<file path="src/rtl/r408_pkg.sv">
// Shared constants and state encodings for the R408 D-bus UART.
package r408_pkg;

  localparam logic [1:0] REG_DATA = 2'd0;
  localparam logic [1:0] REG_STAT = 2'd1;
  localparam logic [1:0] REG_DIVL = 2'd2;
  localparam logic [1:0] REG_DIVH = 2'd3;

  localparam int ST_TX_FULL  = 0;
  localparam int ST_TX_IDLE  = 1;
  localparam int ST_RX_VALID = 2;
  localparam int ST_RXOVR    = 3;
  localparam int ST_FERR     = 4;
  localparam int ST_TXOVF    = 5;
  localparam int ST_IE_RX    = 6;
  localparam int ST_IE_TX    = 7;

  typedef enum logic [1:0] {B_IDLE, B_WAIT, B_ACK} bus_state_e;
  typedef enum logic [1:0] {T_IDLE, T_START, T_DATA, T_STOP} tx_state_e;
  typedef enum logic [1:0] {R_IDLE, R_START, R_DATA, R_STOP} rx_state_e;

  // Shorter bit periods leave no room for the half-bit start check.
  function automatic logic [15:0] eff_div(input logic [15:0] d);
    return (d < 16'd3) ? 16'd3 : d;
  endfunction

endpackage

</file>
<file path="src/rtl/r408_sync_fifo.sv">
// Single-clock FIFO, registered pointers, combinational head; push into a full FIFO
// is accepted only when a pop happens in the same cycle, otherwise it is ignored.
module r408_sync_fifo #(
  parameter int WIDTH = 8,
  parameter int DEPTH = 4
) (
  input  logic             clk,
  input  logic             rst,
  input  logic             push,
  input  logic             pop,
  input  logic [WIDTH-1:0] din,
  output logic [WIDTH-1:0] dout,
  output logic             full,
  output logic             empty
);

  localparam int AW = $clog2(DEPTH);

  logic [AW:0]      wptr_q, wptr_d;
  logic [AW:0]      rptr_q, rptr_d;
  logic [WIDTH-1:0] mem_q [DEPTH];
  logic             do_push, do_pop;

  always_comb begin
    empty   = (wptr_q == rptr_q);
    full    = (wptr_q[AW] != rptr_q[AW]) && (wptr_q[AW-1:0] == rptr_q[AW-1:0]);
    do_pop  = pop & ~empty;
    do_push = push & (~full | do_pop);
    wptr_d  = do_push ? wptr_q + 1'b1 : wptr_q;
    rptr_d  = do_pop  ? rptr_q + 1'b1 : rptr_q;
    dout    = mem_q[rptr_q[AW-1:0]];
  end

  always_ff @(posedge clk or negedge rst) begin
    if (!rst) begin
      wptr_q <= '0;
      rptr_q <= '0;
    end else begin
      wptr_q <= wptr_d;
      rptr_q <= rptr_d;
    end
  end

  always_ff @(posedge clk) begin
    if (do_push) mem_q[wptr_q[AW-1:0]] <= din;
  end

endmodule

</file>
<file path="src/rtl/r408_dbus_uart.sv">
// D-bus UART: 4-byte register window, 8N1 TX/RX with FIFOs; rdy after WAIT_CYCLES+1 clocks,
// full FIFOs drop bytes and raise sticky flags. Define R408_UART_IRQ_EN for the irq output.
module r408_dbus_uart
  import r408_pkg::*;
#(
  parameter logic [15:0] BASE        = 16'hFF00,
  parameter int          FIFO_DEPTH  = 4,
  parameter int          WAIT_CYCLES = 0,
  parameter logic [15:0] DIV_RESET   = 16'd433
) (
  input  logic        clk,
  input  logic        rst,
  input  logic [15:0] addr,
  input  logic [7:0]  wdata,
  output logic [7:0]  rdata,
  input  logic        write,
  input  logic        read,
  output logic        rdy,
  output logic        txd,
  input  logic        rxd
`ifdef R408_UART_IRQ_EN
  ,
  output logic        irq
`endif
);

  localparam logic [3:0] WAIT_INIT = (WAIT_CYCLES > 0) ? 4'(WAIT_CYCLES - 1) : 4'd0;

  bus_state_e  bst_q, bst_d;
  logic [3:0]  wcnt_q, wcnt_d;
  logic        rdy_q, rdy_d;
  logic [7:0]  rdata_q, rdata_d;
  logic [15:0] div_q, div_d;
  logic        txovf_q, txovf_d, rxovr_q, rxovr_d, ferr_q, ferr_d;
  logic        ie_rx_q, ie_rx_d, ie_tx_q, ie_tx_d, irq_q, irq_d;

  tx_state_e   tst_q, tst_d;
  logic [15:0] tcnt_q, tcnt_d, tdiv_q, tdiv_d;
  logic [2:0]  tbit_q, tbit_d;
  logic [7:0]  tsh_q, tsh_d;
  logic        txd_q, txd_d;

  rx_state_e   rst_q, rst_d;
  logic [15:0] rcnt_q, rcnt_d, rdiv_q, rdiv_d;
  logic [2:0]  rbit_q, rbit_d;
  logic [7:0]  rsh_q, rsh_d;
  logic        rwait_q, rwait_d;
  logic        rx_s1_q, rx_s2_q, rx_prev_q;

  logic        hit, sel, ack_go, is_wr;
  logic [1:0]  off;
  logic        cpu_push, cpu_pop, stat_wr;
  logic        tx_full, tx_empty, tx_pop, tx_launch, tx_idle;
  logic [7:0]  tx_dout;
  logic        rx_full, rx_empty, rx_push, ferr_set;
  logic [7:0]  rx_dout;
  logic [7:0]  status;
  logic [15:0] div_eff, half_bit;

  r408_sync_fifo #(.WIDTH(8), .DEPTH(FIFO_DEPTH)) u_tx_fifo (
    .clk(clk), .rst(rst), .push(cpu_push), .pop(tx_pop), .din(wdata),
    .dout(tx_dout), .full(tx_full), .empty(tx_empty)
  );

  r408_sync_fifo #(.WIDTH(8), .DEPTH(FIFO_DEPTH)) u_rx_fifo (
    .clk(clk), .rst(rst), .push(rx_push), .pop(cpu_pop), .din(rsh_q),
    .dout(rx_dout), .full(rx_full), .empty(rx_empty)
  );

  assign div_eff  = eff_div(div_q);
  assign half_bit = {1'b0, div_eff[15:1]} + {15'd0, div_eff[0]};
  assign tx_idle  = (tst_q == T_IDLE) & tx_empty;

  always_comb begin
    status              = 8'h00;
    status[ST_TX_FULL]  = tx_full;
    status[ST_TX_IDLE]  = tx_idle;
    status[ST_RX_VALID] = ~rx_empty;
    status[ST_RXOVR]    = rxovr_q;
    status[ST_FERR]     = ferr_q;
    status[ST_TXOVF]    = txovf_q;
`ifdef R408_UART_IRQ_EN
    status[ST_IE_RX]    = ie_rx_q;
    status[ST_IE_TX]    = ie_tx_q;
`endif
  end

  // Bus handshake; the core holds addr/wdata until rdy, so they are decoded live at ack time.
  always_comb begin
    hit    = (addr[15:2] == BASE[15:2]);
    sel    = (read | write) & hit;
    is_wr  = write;
    off    = addr[1:0];
    bst_d  = bst_q;
    wcnt_d = wcnt_q;
    ack_go = 1'b0;
    case (bst_q)
      B_IDLE: if (sel) begin
        if (WAIT_CYCLES > 0) begin
          bst_d  = B_WAIT;
          wcnt_d = WAIT_INIT;
        end else begin
          bst_d  = B_ACK;
          ack_go = 1'b1;
        end
      end
      B_WAIT: if (wcnt_q == 4'd0) begin
        bst_d  = B_ACK;
        ack_go = 1'b1;
      end else begin
        wcnt_d = wcnt_q - 4'd1;
      end
      default: bst_d = B_IDLE;
    endcase

    cpu_push = ack_go & is_wr & (off == REG_DATA);
    cpu_pop  = ack_go & ~is_wr & (off == REG_DATA);
    stat_wr  = ack_go & is_wr & (off == REG_STAT);
    rdy_d    = ack_go;
    rdata_d  = 8'h00;
    if (ack_go && !is_wr) begin
      case (off)
        REG_DATA: rdata_d = rx_empty ? 8'h00 : rx_dout;
        REG_STAT: rdata_d = status;
        REG_DIVL: rdata_d = div_q[7:0];
        default:  rdata_d = div_q[15:8];
      endcase
    end

    div_d = div_q;
    if (ack_go && is_wr && off == REG_DIVL) div_d[7:0]  = wdata;
    if (ack_go && is_wr && off == REG_DIVH) div_d[15:8] = wdata;
  end

  // Sticky flags: a new event in the same cycle as a clear wins.
  always_comb begin
    txovf_d = txovf_q;
    rxovr_d = rxovr_q;
    ferr_d  = ferr_q;
    ie_rx_d = ie_rx_q;
    ie_tx_d = ie_tx_q;
    if (stat_wr) begin
      if (wdata[ST_TXOVF]) txovf_d = 1'b0;
      if (wdata[ST_RXOVR]) rxovr_d = 1'b0;
      if (wdata[ST_FERR])  ferr_d  = 1'b0;
`ifdef R408_UART_IRQ_EN
      ie_rx_d = wdata[ST_IE_RX];
      ie_tx_d = wdata[ST_IE_TX];
`endif
    end
    if (cpu_push && tx_full && !tx_pop)                  txovf_d = 1'b1;
    if (rx_push && rx_full && !(cpu_pop && !rx_empty))   rxovr_d = 1'b1;
    if (ferr_set)                                        ferr_d  = 1'b1;
    irq_d = (ie_rx_q & ~rx_empty) | (ie_tx_q & tx_idle) | rxovr_q | ferr_q;
  end

  always_comb begin
    tst_d     = tst_q;
    tcnt_d    = tcnt_q;
    tdiv_d    = tdiv_q;
    tbit_d    = tbit_q;
    tsh_d     = tsh_q;
    txd_d     = txd_q;
    tx_pop    = 1'b0;
    tx_launch = 1'b0;
    case (tst_q)
      T_IDLE:  tx_launch = ~tx_empty;
      T_START: if (tcnt_q == 16'd0) begin
        tst_d  = T_DATA;
        tcnt_d = tdiv_q;
        tbit_d = 3'd0;
        txd_d  = tsh_q[0];
      end else begin
        tcnt_d = tcnt_q - 16'd1;
      end
      T_DATA: if (tcnt_q == 16'd0) begin
        tcnt_d = tdiv_q;
        tsh_d  = tsh_q >> 1;
        if (tbit_q == 3'd7) begin
          tst_d = T_STOP;
          txd_d = 1'b1;
        end else begin
          tbit_d = tbit_q + 3'd1;
          txd_d  = tsh_q[1];
        end
      end else begin
        tcnt_d = tcnt_q - 16'd1;
      end
      default: if (tcnt_q == 16'd0) begin
        tst_d     = T_IDLE;
        tx_launch = ~tx_empty;
      end else begin
        tcnt_d = tcnt_q - 16'd1;
      end
    endcase
    // The divisor is captured here so a frame in flight keeps its bit period.
    if (tx_launch) begin
      tx_pop = 1'b1;
      tst_d  = T_START;
      tsh_d  = tx_dout;
      tdiv_d = div_eff;
      tcnt_d = div_eff;
      txd_d  = 1'b0;
    end
  end

  always_comb begin
    rst_d    = rst_q;
    rcnt_d   = rcnt_q;
    rdiv_d   = rdiv_q;
    rbit_d   = rbit_q;
    rsh_d    = rsh_q;
    rwait_d  = rwait_q;
    rx_push  = 1'b0;
    ferr_set = 1'b0;
    case (rst_q)
      R_IDLE: if (rx_prev_q && !rx_s2_q) begin
        rst_d  = R_START;
        rdiv_d = div_eff;
        rcnt_d = half_bit - 16'd1;
      end
      R_START: if (rcnt_q == 16'd0) begin
        if (rx_s2_q) begin
          rst_d = R_IDLE;
        end else begin
          rst_d  = R_DATA;
          rcnt_d = rdiv_q;
          rbit_d = 3'd0;
        end
      end else begin
        rcnt_d = rcnt_q - 16'd1;
      end
      R_DATA: if (rcnt_q == 16'd0) begin
        rsh_d  = {rx_s2_q, rsh_q[7:1]};
        rcnt_d = rdiv_q;
        if (rbit_q == 3'd7) rst_d = R_STOP;
        else                rbit_d = rbit_q + 3'd1;
      end else begin
        rcnt_d = rcnt_q - 16'd1;
      end
      default: if (rwait_q) begin
        if (rx_s2_q) begin
          rst_d   = R_IDLE;
          rwait_d = 1'b0;
        end
      end else if (rcnt_q == 16'd0) begin
        if (rx_s2_q) begin
          rx_push = 1'b1;
          rst_d   = R_IDLE;
        end else begin
          ferr_set = 1'b1;
          rwait_d  = 1'b1;
        end
      end else begin
        rcnt_d = rcnt_q - 16'd1;
      end
    endcase
  end

  always_ff @(posedge clk or negedge rst) begin
    if (!rst) begin
      bst_q     <= B_IDLE;
      wcnt_q    <= 4'd0;
      rdy_q     <= 1'b0;
      rdata_q   <= 8'h00;
      div_q     <= DIV_RESET;
      txovf_q   <= 1'b0;
      rxovr_q   <= 1'b0;
      ferr_q    <= 1'b0;
      ie_rx_q   <= 1'b0;
      ie_tx_q   <= 1'b0;
      irq_q     <= 1'b0;
      tst_q     <= T_IDLE;
      tcnt_q    <= 16'd0;
      tdiv_q    <= 16'd0;
      tbit_q    <= 3'd0;
      tsh_q     <= 8'h00;
      txd_q     <= 1'b1;
      rst_q     <= R_IDLE;
      rcnt_q    <= 16'd0;
      rdiv_q    <= 16'd0;
      rbit_q    <= 3'd0;
      rsh_q     <= 8'h00;
      rwait_q   <= 1'b0;
      rx_s1_q   <= 1'b1;
      rx_s2_q   <= 1'b1;
      rx_prev_q <= 1'b1;
    end else begin
      bst_q     <= bst_d;
      wcnt_q    <= wcnt_d;
      rdy_q     <= rdy_d;
      rdata_q   <= rdata_d;
      div_q     <= div_d;
      txovf_q   <= txovf_d;
      rxovr_q   <= rxovr_d;
      ferr_q    <= ferr_d;
      ie_rx_q   <= ie_rx_d;
      ie_tx_q   <= ie_tx_d;
      irq_q     <= irq_d;
      tst_q     <= tst_d;
      tcnt_q    <= tcnt_d;
      tdiv_q    <= tdiv_d;
      tbit_q    <= tbit_d;
      tsh_q     <= tsh_d;
      txd_q     <= txd_d;
      rst_q     <= rst_d;
      rcnt_q    <= rcnt_d;
      rdiv_q    <= rdiv_d;
      rbit_q    <= rbit_d;
      rsh_q     <= rsh_d;
      rwait_q   <= rwait_d;
      rx_s1_q   <= rxd;
      rx_s2_q   <= rx_s1_q;
      rx_prev_q <= rx_s2_q;
    end
  end

  assign rdy   = rdy_q;
  assign rdata = rdata_q;
  assign txd   = txd_q;
`ifdef R408_UART_IRQ_EN
  assign irq   = irq_q;
`endif

endmodule

</file>
<file path="config.mk">
export PLATFORM = sky130hd
export DESIGN_NAME = r408_dbus_uart
export DESIGN_NICKNAME = d
export VERILOG_FILES = /design/src/rtl/r408_pkg.sv /design/src/rtl/r408_sync_fifo.sv /design/src/rtl/r408_dbus_uart.sv
export SDC_FILE = /design/constraint.sdc
export NUM_CORES = 1
export LEC_CHECK = 0
export BUFFER_PORTS_ARGS = -buffer_cell sky130_fd_sc_hd__buf_2
export CAP_MARGIN = 20
export CORE_ASPECT_RATIO = 1.1
export CORE_MARGIN = 2
export CORE_UTILIZATION = 60
export CTS_CLUSTER_SIZE = 16
export DETAILED_ROUTE_END_ITERATION = 6
export GPL_TIMING_DRIVEN = 0
export PLACE_DENSITY = 0.78
export SLEW_MARGIN = 25
export SYNTH_ARGS = -nofsm -noshare
export SYNTH_HDL_FRONTEND = slang
export SYNTH_SLANG_ARGS = --single-unit
</file>
<file path="constraint.sdc">
create_clock -name clk -period 4.27 [get_ports clk]
set_input_delay 0.2135 -clock clk [delete_from_list [all_inputs] [get_ports clk]]
set_output_delay 0.2135 -clock clk [all_outputs]
set_load 0.05 [all_outputs]
</file>
Yosys cells after proc, flatten, opt, wreduce, memory -nomap -nowiden
Memories as Yosys holds them, arrays and structs flattened.
Cells that the tools add are included.
{"block": "totals", "ff_bits": 141, "mem_bits_rw": 64, "input_bits": 29, "output_inout_bits": 10, "mem_count": 2}
{"block": "classes", "add_sub_neg": 11, "n_lt_le_gt_ge": 1, "n_eq_ne": 36, "mux": 78, "bitwise_logic": 20, "n_reduce_logical": 53}
{"memory": "u_rx_fifo.mem_q", "words": 4, "word_bits": 8, "read_ports": 1, "rd_clocked_by_memory_dff": 0, "wr": 1, "line": "r408_sync_fifo.sv:21", "rtl": "logic [WIDTH-1:0] mem_q [DEPTH];"}
{"memory": "u_tx_fifo.mem_q", "words": 4, "word_bits": 8, "read_ports": 1, "rd_clocked_by_memory_dff": 0, "wr": 1, "line": "r408_sync_fifo.sv:21"}
{"cell": "$mux W16", "n": 10}
{"cell": "$pmux W16 S3", "n": 1}
{"cell": "$sub A16 B1 Y16 const B", "n": 3}
{"cell": "$mux W8", "n": 5}
{"cell": "$logic_not A16 Y1", "n": 2}
{"cell": "$pmux W16 S2", "n": 1}
{"cell": "$mux W1", "n": 30}
{"cell": "$mux W2", "n": 15}
{"cell": "$ne A2 B2 Y1 const B", "n": 12}
{"cell": "$pmux W8 S3", "n": 1}
{"cell": "$mux W3", "n": 7}
{"cell": "$reduce_bool A2 Y1", "n": 10}
{"cell": "$add A3 B1 Y3 const B", "n": 6}
{"cell": "$reduce_and A2 Y1", "n": 9}
{"cell": "$add A15 B1 Y16", "n": 1}
{"cell": "$lt A16 B2 Y1 const B", "n": 1}
{"cell": "$ne A3 B3 Y1 const B", "n": 5}
{"cell": "$eq A14 B14 Y1 const B", "n": 1}
{"cell": "$logic_and A1 B1 Y1", "n": 12}
{"cell": "$pmux W2 S3", "n": 2}
{"cell": "$pmux W3 S2", "n": 2}
{"cell": "$and A1 B1 Y1", "n": 11}
{"cell": "$reduce_and A5 Y1", "n": 2}
{"cell": "$eq A2 B1 Y1 const B", "n": 4}
{"cell": "19 further kinds", "n": 46}

Longest topological paths before layout
Gate-level depths: netlist of the first run.
{"block": "logic_depth", "word_depth": 11, "depth_mapped": 13, "ltp_nobuf": 11}

Hierarchy
A second synthesis of the first run with hierarchy kept.
{"block": "unflattened", "cells_unflattened": 898, "hier_area_um2": 10040.9}
{"mod": "r408_dbus_uart", "instances": 1, "cells_per_inst": 728, "area_per_inst_um2": 6799.0}
{"mod": "r408_sync_fifo at u_tx_fifo", "instances": 1, "cells_per_inst": 85, "area_per_inst_um2": 1639.1}
{"mod": "r408_sync_fifo at u_rx_fifo", "instances": 1, "cells_per_inst": 85, "area_per_inst_um2": 1602.8}

Least setup slack after synthesis of the first run
Ideal clock, no wire load.
{"block": "synth_timing", "path_kind": "reg2reg", "from": "register div_q[7]", "to": "register rcnt_q[8]", "arrival_ns": 3.045, "t_required_ns": 4.136, "setup_slack_ns": 1.091, "stages_incl_launch_ff": 13, "path_buffers": 2, "period_less_slack_ns": 3.179, "cell_sequence": "dfstp_2 > clkbuf_1 > nor4_1 > a31oi_1 > ha_1 > ha_1 > or4b_2 > clkbuf_1 > nor4_1 > xnor2_1 > nor2_1 > a221oi_1 > o21ai_0"}
{"block": "synth_between", "elab_chain_len": 6}
{"element": "from (decl)", "line": "r408_dbus_uart.sv:33", "rtl": "logic [15:0] div_q, div_d;"}
{"element": "from (signal assigned)", "line": "r408_dbus_uart.sv:293", "rtl": "div_q <= div_d;"}
{"element": "$lt A16 B2 Y1", "line": "r408_pkg.sv:24", "rtl": "return (d < 16'd3) ? 16'd3 : d;"}
{"element": "$mux W16 *", "line": "r408_pkg.sv:24"}
{"element": "$add A15 B1 Y16 *", "line": "r408_dbus_uart.sv:71", "rtl": "assign half_bit = {1'b0, div_eff[15:1]} + {15'd0, div_eff[0]};"}
{"element": "$sub A16 B1 Y16 *", "line": "r408_dbus_uart.sv:220", "rtl": "rcnt_d = half_bit - 16'd1;"}
{"element": "$mux W16 *", "line": "r408_dbus_uart.sv:217", "rtl": "R_IDLE: if (rx_prev_q && !rx_s2_q) begin"}
{"element": "$pmux W16 S3 *", "line": "r408_dbus_uart.sv:216", "rtl": "case (rst_q)"}
{"element": "to (signal assigned)", "line": "r408_dbus_uart.sv:307", "rtl": "rcnt_q <= rcnt_d;"}
{"element": "to (decl)", "line": "r408_dbus_uart.sv:44", "rtl": "logic [15:0] rcnt_q, rcnt_d, rdiv_q, rdiv_d;"}
Mark *: on every way between the ends. The rest lies on a longest branch, timed or not. The select of a mux whose other input is x is not followed.
A chain may end at the register's enable or synchronous reset.

Worst setup path after layout of the first run
{"block": "layout_timing", "from": "register div_q[6]", "to": "register rcnt_q[8]"}
The elaborated chain is that of the path after synthesis.

==> insert_results.sql, run 1 <==
INSERT INTO impl_metrics (metric_group, metric, value, unit) VALUES
('clock_network', 'cts_num_sinks', '200', ''),
('synthesis', 'synth_common_cells', 'dfrtp_1 (127), nand2_1 (90), nor2_1 (75)', ''),
('routing', 'met3RoutedLength', '1.11', 'mm'),
('timing', 'maxClockFrequency', '255', 'MHz'),
('clock_network', 'cts_resized', '0', ''),
('final_layout', 'syn_to_final_growth', '11.4', '%'),
('power', 'power', '6.23', 'mW'),
('routing', 'viasPerCell', '6.31', ''),
('clock_network', 'insertion_delay', '0.45', 'ns'),
('synthesis', 'yosys.area.top_type_share', '0.321', ''),
('routing', 'routed_wirelength', '23.1', 'mm'),
('timing', 'finalCriticalPeriod', '3.93', 'ns'),
('final_layout', 'num-fill-cells', '1175', ''),
('clock_network', 'ctsHtreeMaxLevel', '4', ''),
('worst_setup_path', 'crit_path_end_kind', 'flop', ''),
('clock_network', 'clock_tree.buffer_depth', '2', ''),
('power', 'powerDensity', '565', 'mW/mm2'),
('global_route', 'grt_overflow_total', '0', ''),
('final_layout', 'drive_gt1_frac', '0.173', ''),
('job', 'maximum_capacitance_violations', '0', ''),
('placed_design', 'hpwlAfterDp', '15.8', 'mm'),
('power', 'seqPwrFrac', '0.392', ''),
('final_layout', 'antenna_cells', '0', ''),
('placed_design', 'numPortBuffers', '38', ''),
('worst_setup_path', 'worstPathMaxFanout', '10', ''),
('routing', 'detail_route.drc_violations', '0', ''),
('power', 'internal-power', '3.87', 'mW'),
('synthesis', 'post-synth-top-area-cell', 'dfrtp_1', ''),
('final_layout', 'layout.cells.non_filler', '1159', ''),
('clock_network', 'number_of_buffers_inserted_during_clock_tree_synthesis', '17', ''),
('timing', 'setup_ws', '0.344', 'ns'),
('final_layout', 'final_nets', '997', ''),
('routing', 'route.antenna.remaining_nets', '0', ''),
('power', 'power_switching', '2.36', 'mW'),
('die', 'die-height', '139', 'um'),
('routing', 'detail_route.iter0.violations', '712', ''),
('synthesis', 'postSynth.topFlopCell', 'dfrtp_1', ''),
('global_route', 'first_global_vias', '7259', ''),
('worst_hold_path', 'hp-class', 'in2reg', ''),
('worst_setup_path', 'critical_path_arrival', '4.23', 'ns'),
('synthesis', 'postSynthNetCount', '940', ''),
('routing', 'maxUsedRoutingLayer', 'met4', ''),
('synthesis', 'post_synth_edffs', '64', ''),
('die', 'floorplan.initialDensity', '0.609', ''),
('placed_design', 'post-place-cells', '1128', ''),
('clock_network', 'cts_root_buffer', 'clkbuf_16', ''),
('final_layout', 'final_cell_area', '0.0110', 'mm2'),
('placed_design', 'dp_worst_setup_slack', '0.285', 'ns'),
('power', 'p_clk_frac', '0.275', ''),
('timing', 'worst_slew_pin_slew', '1.03', 'ns'),
('global_route', 'maximum_number_of_pins_on_one_net_before_global_route_repair', '88', ''),
('placed_design', 'finalWeightedCongestion', '0.909', ''),
('timing', 'hold-worst-slack', '0.0476', 'ns'),
('timing', 'fin_crit_sh', '0.919', ''),
('final_layout', 'combined_area_of_the_multi_input_logic_cells', '0.00424', 'mm2'),
('run_status', 'run_status', 'complete, no violations', ''),
('die', 'core_region_area', '0.0162', 'mm2'),
('die', 'rows', '49', ''),
('placed_design', 'detailed_place.area', '0.0104', 'mm2'),
('power', 'pwr-share-comb', '0.332', ''),
('global_route', 'antenna_found_initial', '0', ''),
('timing', 'final.setup_skew', '0.0148', 'ns'),
('timing', 'rsz0062_at_grt', 'no', ''),
('clock_network', 'cts_tree', 'built', ''),
('synthesis', 'synth-async-reset-ratio', '0.680', ''),
('timing', 'maxSlewViolCount', '0', ''),
('routing', 'detail_route.wl_per_cell', '20.0', 'um'),
('global_route', 'grt_usage', '0.276', ''),
('power', 'vdd_ir_drop_max', '0.355', 'mV'),
('clock_network', 'cts.reportedPaths.clkPinSlew', '0.08', 'ns'),
('power', 'netSwitchingFraction', '0.378', '');
## logic make-up (layout without fill, tap and decap cells)
kind of cell	count (synthesis)	after routing	synth area share
flip-flops	200	200	0.539
XOR/XNOR	28	28	0.0248
AO/OA/AOI/OAI	190	190	0.124
adder cells (fa/ha/maj)	26	26	0.0329
AND/OR/NAND/NOR	290	290	0.149
multiplexers	71	71	0.0972
buffers and inverters	80	150	0.0330
## critical path: stages (launching register included)
cell	delay, ns
dfrtp_1	0.33
clkbuf_1	0.49
nor4_1	0.23
a31oi_1	0.46
ha_1	0.40
ha_1	0.27
or4b_2	0.59
clkbuf_1	0.19
nor4_1	0.26
xnor2_1	0.16
nor2_1	0.06
a221oi_1	0.23
o21ai_0	0.13
## cells in the final DEF, fill, tap and decap left out, drive strengths merged, types with 8 or more instances in the layout
cell type,netlist,final
edfxtp,64,64
a22o,9,9
inv,31,41
or3,9,9
a21oi,27,27
dfstp,9,9
dfrtp,127,127
mux2,41,41
xnor2,19,19
nor2,75,75
nand2,90,90
and2,8,8
o21ai,74,74
mux2i,14,14
nor3,27,27
nor4,14,14
mux4,16,16
nor3b,10,10
buf,14,53
a211oi,14,14
clkbuf,35,49
xor2,9,9
ha,26,26
a31oi,15,15
## worst paths after layout
kind	start	endpoint	slack [ns]	depth (start not counted)
min reg2reg	rx_s1_q	rx_s2_q	0.36	0
min in group asynchronous	rst	tsh_q[5]	0.25	2
min	wdata[2]	u_tx_fifo.mem_q[0][2]	0.05	1
max in group asynchronous	rst	rx_s1_q	3.23	3
max reg2reg	div_q[6]	rcnt_q[8]	0.34	12
max	div_q[6]	rcnt_q[8]	0.34	12
## area by class of cell
| cell class | instances | share of cell area |
|---|---|---|
| repair buffers | 41 | 0.0225 |
| flip-flops and latches | 200 | 0.484 |
| well taps | 204 | 0.0231 |
| clock buffers | 17 | 0.0386 |
| plain buffers | 46 | 0.0180 |
| multi-input cells | 605 | 0.384 |
| clock inverters | 15 | 0.0195 |
| inverters | 31 | 0.0105 |
## sequential cells by signal (all words and copies together) (netlist names), 8 cells and up
signal,cells
tdiv_q,16
u_tx_fifo.mem_q,32
u_rx_fifo.mem_q,32
rcnt_q,16
tcnt_q,16
tsh_q,8
div_q,16
rsh_q,8
rdiv_q,16
rdata,8
## routing by layer
layer,track usage,vias to the layer above
li1,-,3377
met4,0.113,0
met3,0.0417,46
met5,0,-
met1,0.373,3621
met2,0.451,272
## power groups by stage
| stage | Clock, mW | Sequential [mW] | Combinational [mW] |
|---|---|---|---|
| after floorplan | 0 | 2.41 | 1.55 |
| after global placement | 0 | 2.46 | 1.98 |
| after detailed placement | 0 | 2.47 | 2.03 |
| after CTS | 1.74 | 2.44 | 2.06 |
| after global routing | 1.81 | 2.48 | 2.33 |
| final | 1.72 | 2.44 | 2.07 |
## what timing repair did
action | CTS | global route
endpoints found under the setup margin | 0 | 1
endpoints found under the hold margin | 50 | 0
setup buffers | 0 | 0
hold buffers | 2 | 0
(Power assumes the default switching activity.)
==> run 2, diff against run 1 <==
--- a/config.mk
+++ b/config.mk
@@ -5,6 +5,7 @@
 export SDC_FILE = /design/constraint.sdc
 export NUM_CORES = 1
 export LEC_CHECK = 0
+export ABC_AREA = 1
 export BUFFER_PORTS_ARGS = -buffer_cell sky130_fd_sc_hd__buf_2
 export CAP_MARGIN = 20
 export CORE_ASPECT_RATIO = 1.1
==> run 2 against run 1 <==
  * Cell count increased by 38%
  * Via count increased by 22%
  * Sequential share of layout area decreased by 2.9 points
  * Clock skew decreased by 0.0047 ns
  * Sequential cell count unchanged
  * Routed wire length increased by 11%
  * Clock power decreased by 5%
  * Sequential power about the same
  * Synthesized cell count increased by 46%
  * Area after synthesis increased by 6.7%
  * Critical path type unchanged
  * Largest cell class unchanged
==> insert_results.sql, run 2 <==
INSERT INTO impl_metrics (metric_group, metric, value, unit) VALUES
('run_status', 'run_status', 'complete, no violations', ''),
('synthesis', 'post_synth_edffs', '64', ''),
('job', 'maximum_capacitance_violations', '0', ''),
('timing', 'rsz0062_at_grt', 'no', ''),
('worst_setup_path', 'timing.critical_path.mode_cell', 'nor2_1', ''),
('clock_network', 'cts_tree', 'built', ''),
('synthesis', 'yosys.area.top_type_share', '0.301', ''),
('timing', 'final.setup_skew', '0.0101', 'ns'),
('routing', 'route.antenna.remaining_nets', '0', ''),
('routing', 'via_count', '8904', ''),
('die', 'die-height', '143', 'um'),
('timing', 'hold-worst-slack', '0.0105', 'ns'),
('global_route', 'grt_usage', '0.288', ''),
('worst_setup_path', 'worst_setup_slack_for_register_to_register_paths', '1.30', 'ns'),
('synthesis', 'post-synth-top-count-cell', 'nand2_1', ''),
('worst_setup_path', 'worstPathMaxFanout', '8', ''),
('routing', 'detail_route.drc_violations', '0', ''),
('synthesis', 'synth-async-reset-ratio', '0.680', ''),
('synthesis', 'yosysUniqueCellTypes', '50', ''),
('global_route', 'maximum_number_of_pins_on_one_net_before_global_route_repair', '92', ''),
('timing', 'report.final.hold_viol_count', '0', ''),
('placed_design', 'detailed_place.area', '0.0111', 'mm2'),
('placed_design', 'finalWeightedCongestion', '0.916', ''),
('final_layout', 'syn_to_final_growth', '11.1', '%'),
('power', 'vdd_ir_drop_max', '0.340', 'mV'),
('clock_network', 'number_of_buffers_inserted_during_clock_tree_synthesis', '17', ''),
('worst_hold_path', 'hp-class', 'in2reg', ''),
('synthesis', 'synth.yosys.warnings', '0', ''),
('global_route', 'grt_pass1_wl', '41.5', 'mm'),
('die', 'boundaryPins', '39', ''),
('worst_setup_path', 'crit_path_end_kind', 'flop', ''),
('synthesis', 'number_of_flip_flops_and_latches_in_the_synthesized_netlist', '200', ''),
('worst_setup_path', 'critPathMaxStageDelay', '0.63', 'ns'),
('timing', 'worst_slew_pin_slew', '0.788', 'ns'),
('power', 'powerDensity', '508', 'mW/mm2'),
('timing', 'final-setup-viol-count', '0', ''),
('worst_setup_path', 'path_cells', 'inv_1 -> ha_1 -> nand3_1 -> nor2_1 -> nand2_1 -> nor2_1 -> nand3_1 -> nor3_1 -> nand2_1 -> nor2_1', ''),
('clock_network', 'clock_tree.buffer_depth', '2', ''),
('final_layout', 'antenna_cells', '0', ''),
('die', 'core_region_area', '0.0171', 'mm2'),
('clock_network', 'cts_num_sinks', '200', ''),
('timing', 'totalNegativeSetupSlack', '0', 'ns'),
('final_layout', 'commonest_cells_after_routing_fill_and_taps_aside', 'nand2_1 (397), nor2_1 (130), dfrtp_1 (127)', ''),
('routing', 'detail_route.wl_per_cell', '16.0', 'um'),
('routing', 'viasPerCell', '5.56', ''),
('synthesis', 'average_size_of_a_mapped_cell', '8.17', 'um2'),
('die', 'floorplan.initialDensity', '0.616', ''),
('power', 'leakage_power_summed_over_all_cells', '5.56', 'nW'),
('power', 'power', '5.97', 'mW'),
('timing', 'finalCriticalPeriod', '2.97', 'ns'),
('clock_network', 'ctsHtreeMaxLevel', '4', ''),
('synthesis', 'netlist_area', '0.0106', 'mm2'),
('synthesis', 'postSynthNetCount', '1348', ''),
('synthesis', 'ys_top_cells_by_area', 'dfrtp_1 (30%), edfxtp_1 (18%), nand2_1 (14%)', ''),
('synthesis', 'post_syn_instances', '1293', ''),
('final_layout', 'postLayoutCoreUtil', '0.685', ''),
('worst_setup_path', 'cp_data_required_time', '4.35', 'ns'),
('timing', 'slew_headroom', '0.473', ''),
('synthesis', 'synth.yosys.seq_area_share', '0.505', ''),
('placed_design', 'hpwlAfterDp', '18.0', 'mm'),
('timing', 'fin_crit_sh', '0.695', ''),
('synthesis', 'postSynth.topFlopCell', 'dfrtp_1', ''),
('clock_network', 'cts_root_buffer', 'clkbuf_16', ''),
('final_layout', 'final_cell_area', '0.0117', 'mm2'),
('placed_design', 'numPortBuffers', '38', ''),
('clock_network', 'cts.reportedPaths.clkPinSlew', '0.08', 'ns'),
('timing', 'maxSlewViolCount', '0', ''),
('timing', 'maxClockFrequency', '337', 'MHz'),
('clock_network', 'insertion_delay', '0.45', 'ns'),
('routing', 'routed_wirelength', '25.6', 'mm'),
('worst_setup_path', 'crit_type', 'reg2reg', ''),
('final_layout', 'drive_gt1_frac', '0.106', ''),
('routing', 'drt_pre_antenna_iters', '5', ''),
('routing', 'detail_route.iter0.violations', '821', ''),
('worst_setup_path', 'critical-path-slowest-cell', 'nor2_1', ''),
('worst_setup_path', 'critical_path_buf_inv_count', '1', ''),
('global_route', 'first_global_vias', '8582', ''),
('worst_setup_path', 'worstSetupStartpointType', 'flop', ''),
('global_route', 'antenna_found_initial', '0', ''),
('die', 'rows', '50', ''),
('final_layout', 'mostFrequentLayoutCell', 'nand2_1', ''),
('synthesis', 'synth_common_cells', 'nand2_1 (397), nor2_1 (130), dfrtp_1 (127)', ''),
('worst_setup_path', 'critical_path_arrival', '3.05', 'ns'),
('die', 'design.die.area', '0.0187', 'mm2'),
('global_route', 'grt_overflow_total', '0', ''),
('final_layout', 'final_nets', '1410', ''),
('clock_network', 'cts_setup_buffers', '0', ''),
('die', 'die_x', '131', 'um'),
('synthesis', 'post-synth-top-area-cell', 'dfrtp_1', ''),
('worst_setup_path', 'cpLargestDelayFamily', 'simple AND/OR/NAND/NOR gates', '');
[run 2: stage by stage]
| step | cells | setup WS [ns] |
|---|---|---|
| 6_report | 1602 | 1.30 |
| 5_1_grt | 1602 | 1.02 |
| 4_1_cts | 1602 | 1.31 |
| 3_5_place_dp | 1566 | 1.33 |
| 3_3_place_gp | 1565 | 1.10 |
| 2_1_floorplan | 1293 | 1.96 |
[run 2: metal layers]
metal	track usage	part of all wire
met3	0.0502	0.052
met4	0.149	0.040
met1	0.365	0.42
met2	0.474	0.49
met5	0	0
[run 2: where the power goes]
group | internal (mW) | switching, mW
clock network | 0.809 | 0.821
registers | 2.20 | 0.218
logic | 0.653 | 1.26
total | 3.66 | 2.30
[run 2: cell families (layout without fill, tap and decap cells)]
group | Yosys count | in the layout | synth area share
simple gates | 656 | 656 | 0.263
compound gates | 205 | 205 | 0.104
flops | 200 | 200 | 0.505
buf+inv | 171 | 246 | 0.0663
xor+xnor | 28 | 28 | 0.0232
fa+ha+maj | 26 | 26 | 0.0308
mux | 7 | 7 | 0.00746
[run 2: path summary, 6_finish.rpt]
check | end | depth (start not counted) | from
max reg2reg | u_rx_fifo.mem_q[2][6] | 10 | rcnt_q[0]
min reg2reg | rx_s2_q | 0 | rx_s1_q
max | u_rx_fifo.mem_q[2][6] | 10 | rcnt_q[0]
max in group asynchronous | rx_s1_q | 3 | rst
min | u_tx_fifo.mem_q[2][3] | 1 | wdata[3]
min in group asynchronous | tsh_q[4] | 2 | rst
[run 2: final cells by class]
type | instances | area (um2)
plain buffers | 36 | 189
flip-flops and latches | 200 | 5340
repair buffers | 43 | 268
clock inverters | 14 | 175
clock buffers | 18 | 439
multi-input cells | 922 | 4530
well taps | 234 | 293
inverters | 135 | 512
fillers | 1417 | 5400
[run 2: what timing repair did]
action	in CTS	in global routing
hold buffers	4	0
resized for setup	0	0
setup endpoints to repair	0	0
hold endpoints to repair	54	0
